==> src/rtl/sme_rng.sv <==
// -----------------------------------------------------------------------------
// sme_rng : masking-randomness source for the SME datapath.
//
// Holds RMAX independent 32-bit xorshift lanes (RMAX = SMAX + SMAX*(SMAX-1)/2)
// and presents them as the rng word array consumed by the SME ALU. The lanes
// are seeded one word per accepted beat, advance once per ALU step, and a
// reseed request rises after RESEED_INTERVAL steps.
//
// Ports:
//   g_clk       - clock
//   g_resetn    - asynchronous active-low reset
//   seed_valid  - seed word offered
//   seed_ready  - always 1 (no backpressure)
//   seed        - seed word, XORed into lane[load_idx]
//   step        - advance every lane by one xorshift step (RUN only)
//   rng_valid   - all lanes seeded, randomness usable
//   rng         - lane registers, straight from flops
//   reseed_req  - step budget exhausted, host should supply a new seed set
//   load_idx    - next lane to be loaded (visibility)
// -----------------------------------------------------------------------------
module sme_rng #(
  parameter int          XLEN            = 32,
  parameter int          SMAX            = 4,
  parameter logic [31:0] RESET_SEED      = 32'hACE1_2B3D,
  parameter logic [15:0] RESEED_INTERVAL = 16'd1024,
  localparam int         RMAX            = SMAX + (SMAX * (SMAX - 1)) / 2,
  localparam int         RM              = RMAX - 1,
  localparam int         LIW             = (RMAX > 1) ? $clog2(RMAX) : 1
) (
  input  logic                     g_clk,
  input  logic                     g_resetn,
  input  logic                     seed_valid,
  output logic                     seed_ready,
  input  logic [XLEN-1:0]          seed,
  input  logic                     step,
  output logic                     rng_valid,
  output logic [RM:0][XLEN-1:0]    rng,
  output logic                     reseed_req,
  output logic [LIW-1:0]           load_idx
);

  typedef enum logic [1:0] {
    UNSEEDED = 2'd0,
    LOAD     = 2'd1,
    RUN      = 2'd2
  } state_t;

  state_t                  state_q, state_d;
  logic [RM:0][XLEN-1:0]   lane_d;
  logic [LIW-1:0]          idx_d;
  logic [15:0]             step_cnt, cnt_d;
  logic                    req_d;

  // A zero lane would lock xorshift at zero forever, so loads are forced to 1.
  function automatic logic [XLEN-1:0] fix(input logic [XLEN-1:0] x);
    fix = (x == '0) ? XLEN'(1) : x;
  endfunction

  // 32-bit xorshift (13, 17, 5); bijective, so nonzero stays nonzero.
  function automatic logic [XLEN-1:0] xs(input logic [XLEN-1:0] x);
    logic [XLEN-1:0] t;
    t = x;
    t = t ^ (t << 13);
    t = t ^ (t >> 17);
    t = t ^ (t << 5);
    xs = t;
  endfunction

  function automatic logic [XLEN-1:0] reset_lane(input int i);
    reset_lane = fix(XLEN'(RESET_SEED ^ (32'(i) * 32'h0101_0101)));
  endfunction

  assign seed_ready = 1'b1;
  assign rng_valid  = (state_q == RUN);

  always_comb begin
    state_d = state_q;
    lane_d  = rng;
    idx_d   = load_idx;
    cnt_d   = step_cnt;
    req_d   = reseed_req;

    if (seed_valid) begin
      // Any accepted beat loads lane[load_idx]; in RUN load_idx is 0, so a
      // beat there starts a fresh reload and the step (if any) is dropped.
      for (int i = 0; i < RMAX; i++) begin
        if (load_idx == LIW'(i)) lane_d[i] = fix(rng[i] ^ seed);
      end
      if (load_idx == LIW'(RM)) begin
        state_d = RUN;
        idx_d   = '0;
        cnt_d   = '0;
        req_d   = 1'b0;
      end else begin
        state_d = LOAD;
        idx_d   = load_idx + LIW'(1);
      end
    end else if ((state_q == RUN) && step) begin
      for (int i = 0; i < RMAX; i++) lane_d[i] = xs(rng[i]);
      if (step_cnt != 16'hFFFF) cnt_d = step_cnt + 16'd1;
      // Sticky until the next complete reload.
      if (cnt_d == RESEED_INTERVAL) req_d = 1'b1;
    end
  end

  always_ff @(posedge g_clk or negedge g_resetn) begin
    if (!g_resetn) begin
      state_q    <= UNSEEDED;
      load_idx   <= '0;
      step_cnt   <= '0;
      reseed_req <= 1'b0;
      for (int i = 0; i < RMAX; i++) rng[i] <= reset_lane(i);
    end else begin
      state_q    <= state_d;
      load_idx   <= idx_d;
      step_cnt   <= cnt_d;
      reseed_req <= req_d;
      rng        <= lane_d;
    end
  end

endmodule

==> config.mk <==
export PLATFORM = sky130hd
export DESIGN_NAME = sme_rng
export DESIGN_NICKNAME = d
export VERILOG_FILES = /design/src/rtl/sme_rng.sv
export SDC_FILE = /design/constraint.sdc
export NUM_CORES = 1
export LEC_CHECK = 0
export CORE_UTILIZATION = 45
export DETAILED_ROUTE_END_ITERATION = 6
export PLACE_DENSITY = 0.7
export RECOVER_POWER = 100
export SLEW_MARGIN = 40
export SYNTH_ARGS = -nofsm -noshare
export SYNTH_HDL_FRONTEND = slang
export SYNTH_SLANG_ARGS = --single-unit
==> constraint.sdc <==
create_clock -name g_clk -period 2.1 [get_ports g_clk]
set_input_delay 0.21 -clock g_clk [delete_from_list [all_inputs] [get_ports g_clk]]
set_output_delay 0.21 -clock g_clk [all_outputs]
set_load 0.01 [all_outputs]
; Word-level counts from Yosys, hierarchy flattened
; Cells that the tools add are included.
[word_totals]
ff_bits = 343
wordCells = 137
in_bits = 36
[classes]
n_bitwise = 40
n_addsub = 2
n_reduce_logical = 25
n_mux = 34
eq_ne = 22
[op_table]
columns = op, count
row1 = XOR 32 bit, 30
row2 = 2-to-1 mux 32 bit, 20
row3 = 2-to-1 mux 320 bit, 2
row4 = logical NOT 32 bit, 10
row5 = XOR 32 x 15 -> 32 bit, 10
row6 = 2-to-1 mux 16 bit, 6
row7 = inequality test 2 x 1 -> 1 bit (second input constant), 10
row8 = AND reduction 2 bit, 10
row9 = adder 16 x 1 -> 16 bit (second input constant), 1
row10 = equality test 16 x 11 -> 1 bit (second input constant), 1
row11 = equality test 4 x 3 -> 1 bit (second input constant), 4
row12 = inequality test 16 bit (second input constant), 1
row13 = equality test 4 x 2 -> 1 bit (second input constant), 2
row14 = equality test 4 bit (second input constant), 2
row15 = adder 4 x 1 -> 4 bit (second input constant), 1
row16 = equality test 4 x 1 -> 1 bit (second input constant), 1
row17 = logical NOT 4 bit, 1
row18 = 2-to-1 mux 1 bit, 4
row19 = 2-to-1 mux 4 bit, 1
row20 = nonzero test 2 bit, 2
row21 = AND reduction 3 bit, 1
row22 = equality test 2 bit (second input constant), 1
row23 = 2-to-1 mux 2 bit, 1
row24 = logical AND 1 bit, 1

; Depth between registers and ports, before layout
[logic_depth]
word_depth = 8
mapped_depth = 9
depth_no_buf = 7

; Least setup slack after synthesis
; OpenSTA, ideal clock, no wires.
[synth_path]
path_type = register to register
startpoint = register rng[293] in the netlist's numbering
endpoint = register rng[306] in the netlist's numbering
t_arrival_ns = 2.036
synth_period_minus_slack_ns = 2.169
path_slack_ns = -0.069
stages_incl_launch_ff = 9
cell_sequence = dfstp_2 clkbuf_1 xnor2_1 nand4_1 nor4_4 a21oi_4 buf_6 a221oi_2 a21oi_1
[synth_via]
elab_chain_cells = 5
elab_cells_between_ends = 9
classes_between = 4 x mux / 4 x bitwise / 1 x reduce/logical
[synth_rtl]
columns = element, line
row1 = from (decl), 37  ; output logic [RM:0][XLEN-1:0] rng,
row2 = from (signal assigned), 118  ; rng <= lane_d;
row3 = "XOR 32 bit, on equally long branches", "87, 63"
row4 = logical NOT 32 bit or XOR 32 x 15 -> 32 bit (tied branches), "56, 64"
row5 = 2-to-1 mux 32 bit or XOR 32 bit (tied branches), "56, 65"
row6 = 2-to-1 mux 32 bit or 2-to-1 mux 320 bit (tied branches), "87, 98"
row7 = 2-to-1 mux 320 bit *, 83  ; if (seed_valid) begin
; Mark *: on every way between the ends. The rest lies on a longest branch, timed or not. The select of a mux whose other input is x is not followed.
; A chain may end at the register's enable or synchronous reset.

; Worst setup path in the final report
[layout_path]
startpoint = register rng[301] in the netlist's numbering
endpoint = register rng[306] in the netlist's numbering
; The elaborated chain is that of the path after synthesis.

==> summary.md <==
| Metric | Value |
|---|---|
| Post-Syn Area | `26600 µm²` |
| H-tree Lvls | `2` |
| CTS tree | `built` |
| Placer Congestion | `1.02` |
| Iteration-0 DRC count of the detailed router | `2977` |
| Min-delay src | `seed_valid` |
| Via count | `25800` |
| Yosys warns | `0` |
| Post-Route WL | `112 mm` |
| Async SR Flop Fraction | `100%` |
| Port Buffers | `361` |
| Synth unique cells | `63` |
| Num rows | `88` |
| Synth top area share | `approximately a quarter` |
| Worst-Margin Slew | `~1300 ps` |
| Critical Setup Path Class | `reg -> reg` |
| Horiz. Die Dim | `245 µm` |
| Fin util | `approximately 60%` |
| Initial antenna violation count | `4` |
| Main synth FF type | `dfrtp_1` |
| Yosys reg bits | `343` |
| Worst vdd ir | `0.944 mV` |
| Synth top cells by count | `xnor2_1 (712), xor2_1 (312), o21ai_0 (273), clkbuf_1 (217), a21oi_1 (198)` |
| CP max FO | `5` |
| Syn_area_per_cell | `between 8 and 9 µm²` |
| WP buf/inv | `2` |
| Max Freq | `0.475 GHz` |
| Final setup viols | `1` |
| Vias in the first global route | `24000` |
| Master of the slowest instance on the critical path | `dfstp_2` |
| Layout cells sized above 1 | `16.6%` |
| Core area | `around 58000 µm²` |
| Die height | `about 250 µm` |
| NetSw | `29500 µW` |
| CTS buffer count | `43` |
| Wire per inst | `26.3 µm` |
| Most Frequent Cell on Critical Path | `buf_6` |
| Pwr Density | `a little under 2000 nW/µm²` |
| Synth Instances | `3097` |
| Synthesis-to-layout area growth | `27.6%` |
| Grt ovf | `0` |
| Drt pass-1 iters | `7` |
| Overall Power | `between 60000 and 70000 µW` |
| CTS root buf | `clkbuf_16` |
| Cell leakage power | `around 0.013 µW` |
| Status | `complete, but fails checks` |
| Worst skew pair latency | `590 ps` |
| Failing checks | `design-rule violations, negative setup slack` |
| Worst slew margin | `16.0%` |
| First-pass GRT wire length | `162 mm` |
| # DRC | `7` |
| Area of the die | `60200 µm²` |
| Clock share of power | `11.5%` |
| Clock slew at reported path FFs | `60 ps` |
| Sequential power share | `26.5%` |
| Post-route clock period utilization | `100%` |
| Data arrival, critical path | `2570 ps` |
| M2 GR Usage | `52.6%` |
| RSZ-0062 raised after global routing | `true` |
| Met3 Track Usage GR | `under 10%` |
| All-Layer GR Usage | `36.4%` |
| Required @ worst endpoint | `about 2600 ps` |
| Sw Ratio | `44.9%` |
| I/O Pins | `363` |
| Number of synthesized flops with an enable pin | `0` |
| Register area share after synthesis | `33.0%` |
| Syn Nets | `3134` |
| Detail Route Antenna Nets | `0` |
| Final Skew | `roughly 16 ps` |
| Critical Path Max Stage Delay | `530 ps` |
| CP Capture Type | `flop` |
| Largest net degree at the start of global routing | `about 110` |
| Final hold vios | `0` |
| Crit-path cells | `xnor2_1 -> nand4_1 -> nor4_4 -> buf_6 -> a21oi_4 -> buf_6 -> a211oi_2 -> a21oi_1` |
| CTS sink count | `343` |
| Grt met1 use | `48.8%` |
| Worst Setup SP | `rng[301]` |
| Crit path time final | `2110 ps` |
| Yosys top cell by area | `xnor2_1` |
| Crit path launch type | `flop` |
| Maximum clock path buffer count | `3` |
| Crit-path leading delay family | `simple AND/OR/NAND/NOR gates` |
| Initial Util | `roughly 46%` |
| Most Used Layer, Global Route | `met2` |
| R2r startpoint | `rng[301]` |
| Synth top area cells | `xnor2_1 (23%), dfrtp_1 (17%), dfstp_2 (16%), xor2_1 (10%), o21ai_0 (5.1%)` |
| Worst setup margin | `-6.43 ps` |
| Count leader, synth | `xnor2_1` |
| P_int | `36300 µW` |
| Combinational Power Share | `approximately 62%` |
| Hold Path Class | `in -> reg` |
| Vias per cell | `~6.0` |
| Max-cap violation count | `0` |
| HPWL after DPL | `78.9 mm` |
| Slew Limit Fails | `0` |
| NumNets Final | `about 3500` |
## final timing paths
kind,end,slack [ps],cells after the start
max in group asynchronous,rng[172],300,3
min,rng[282],160,3
max reg2reg,rng[306],-6,8
min in group asynchronous,rng[276],430,2
min reg2reg,state_q[1],480,1
max,rng[306],-6,8
## layer usage
metal  part of all wire [%]  vias up  wire (µm)
li1                       -    11300          -
met3                     12      388      13700
met2                     42     1748      47200
met1                     39    12400      43500
met5                  0.021        -         24
met4                    6.9        4       7740
## registers in the layout (all words and copies together) (netlist names)
register	cells
rng	320
load_idx	4
state_q	2
reseed_req	1
step_cnt	16
## timing repair
item                                    CTS  global route
endpoints found under the hold margin   128             0
gates resized for setup                   6            24
buffers inserted                          0             7
hold buffers                              1             0
endpoints found under the setup margin    8            39
cloned                                    1             1
pin swaps                                 3             7
## through the flow
step                      TNS, ps  hold slack [ps]  cell area (µm²)  setup WS (ps)  std cells
after global placement      -4190              152            32500           -254       4180
after floorplan                 0            -85.6            26700           29.9       3097
after global routing         -121              174            34000          -47.5       4270
final                       -6.43              161            34000          -6.43       4272
after CTS                   -13.1              136            33900          -8.10       4261
after detailed placement    -4950              152            32500           -274       4180
## cell families (layout without fill, tap and decap cells)
| logic type | count (synthesis) | count (layout) | share of synthesized area [%] |
|---|---|---|---|
| multiplexers | 7 | 7 | 0.268 |
| other | 1 | 4 | 0.0141 |
| flip-flops | 343 | 343 | 33.0 |
| adder cells (fa/ha/maj) | 1 | 1 | 0.0469 |
| AND/OR/NAND/NOR | 606 | 606 | 11.3 |
| buffers and inverters | 383 | 788 | 5.90 |
| AO/OA/AOI/OAI | 732 | 734 | 15.8 |
| XOR/XNOR | 1024 | 1024 | 33.7 |
## cell usage in the layout, fill, tap and decap left out, types with 20 or more instances in the layout
master           count
dfstp_2            159
clkdlybuf4s50_1    328
nor2_1             134
o22ai_1            121
o211ai_1            22
xor2_1             312
inv_1               38
and2_1              20
nand3_1            164
buf_12              37
o21ai_0            274
clkbuf_1            25
nor4_1              38
xnor2_1            709
nor3_1              36
nand4_1             67
buf_2               20
buf_4              250
a21oi_1            199
dfrtp_1            179
nand2_1            100
clkbuf_16           45
## power by group through the flow
stage	clock network (µW)	logic (µW)	registers, µW
final	7600	40800	17400
after floorplan	0	27200	15200
after detailed placement	0	40200	17300
after global placement	0	39800	17300
after CTS	7620	40500	17200
after global routing	7870	43800	17800
## final cells by class
type | count | area [µm²]
Fill cell | 5141 | 24100
Clock buffer | 70 | 1290
Timing Repair Buffer | 668 | 6270
Antenna cell | 3 | 7.51
Multi-Input combinational cell | 2373 | 16400
Inverter | 41 | 154
Tap cell | 765 | 957
Sequential cell | 343 | 8790
Clock inverter | 9 | 104
## tightest hold or removal path, cell delays in order
cell and delay, ps:
buf_8 100, buf_4 300, a21oi_1 110
Power figures use the tool's default switching activity.
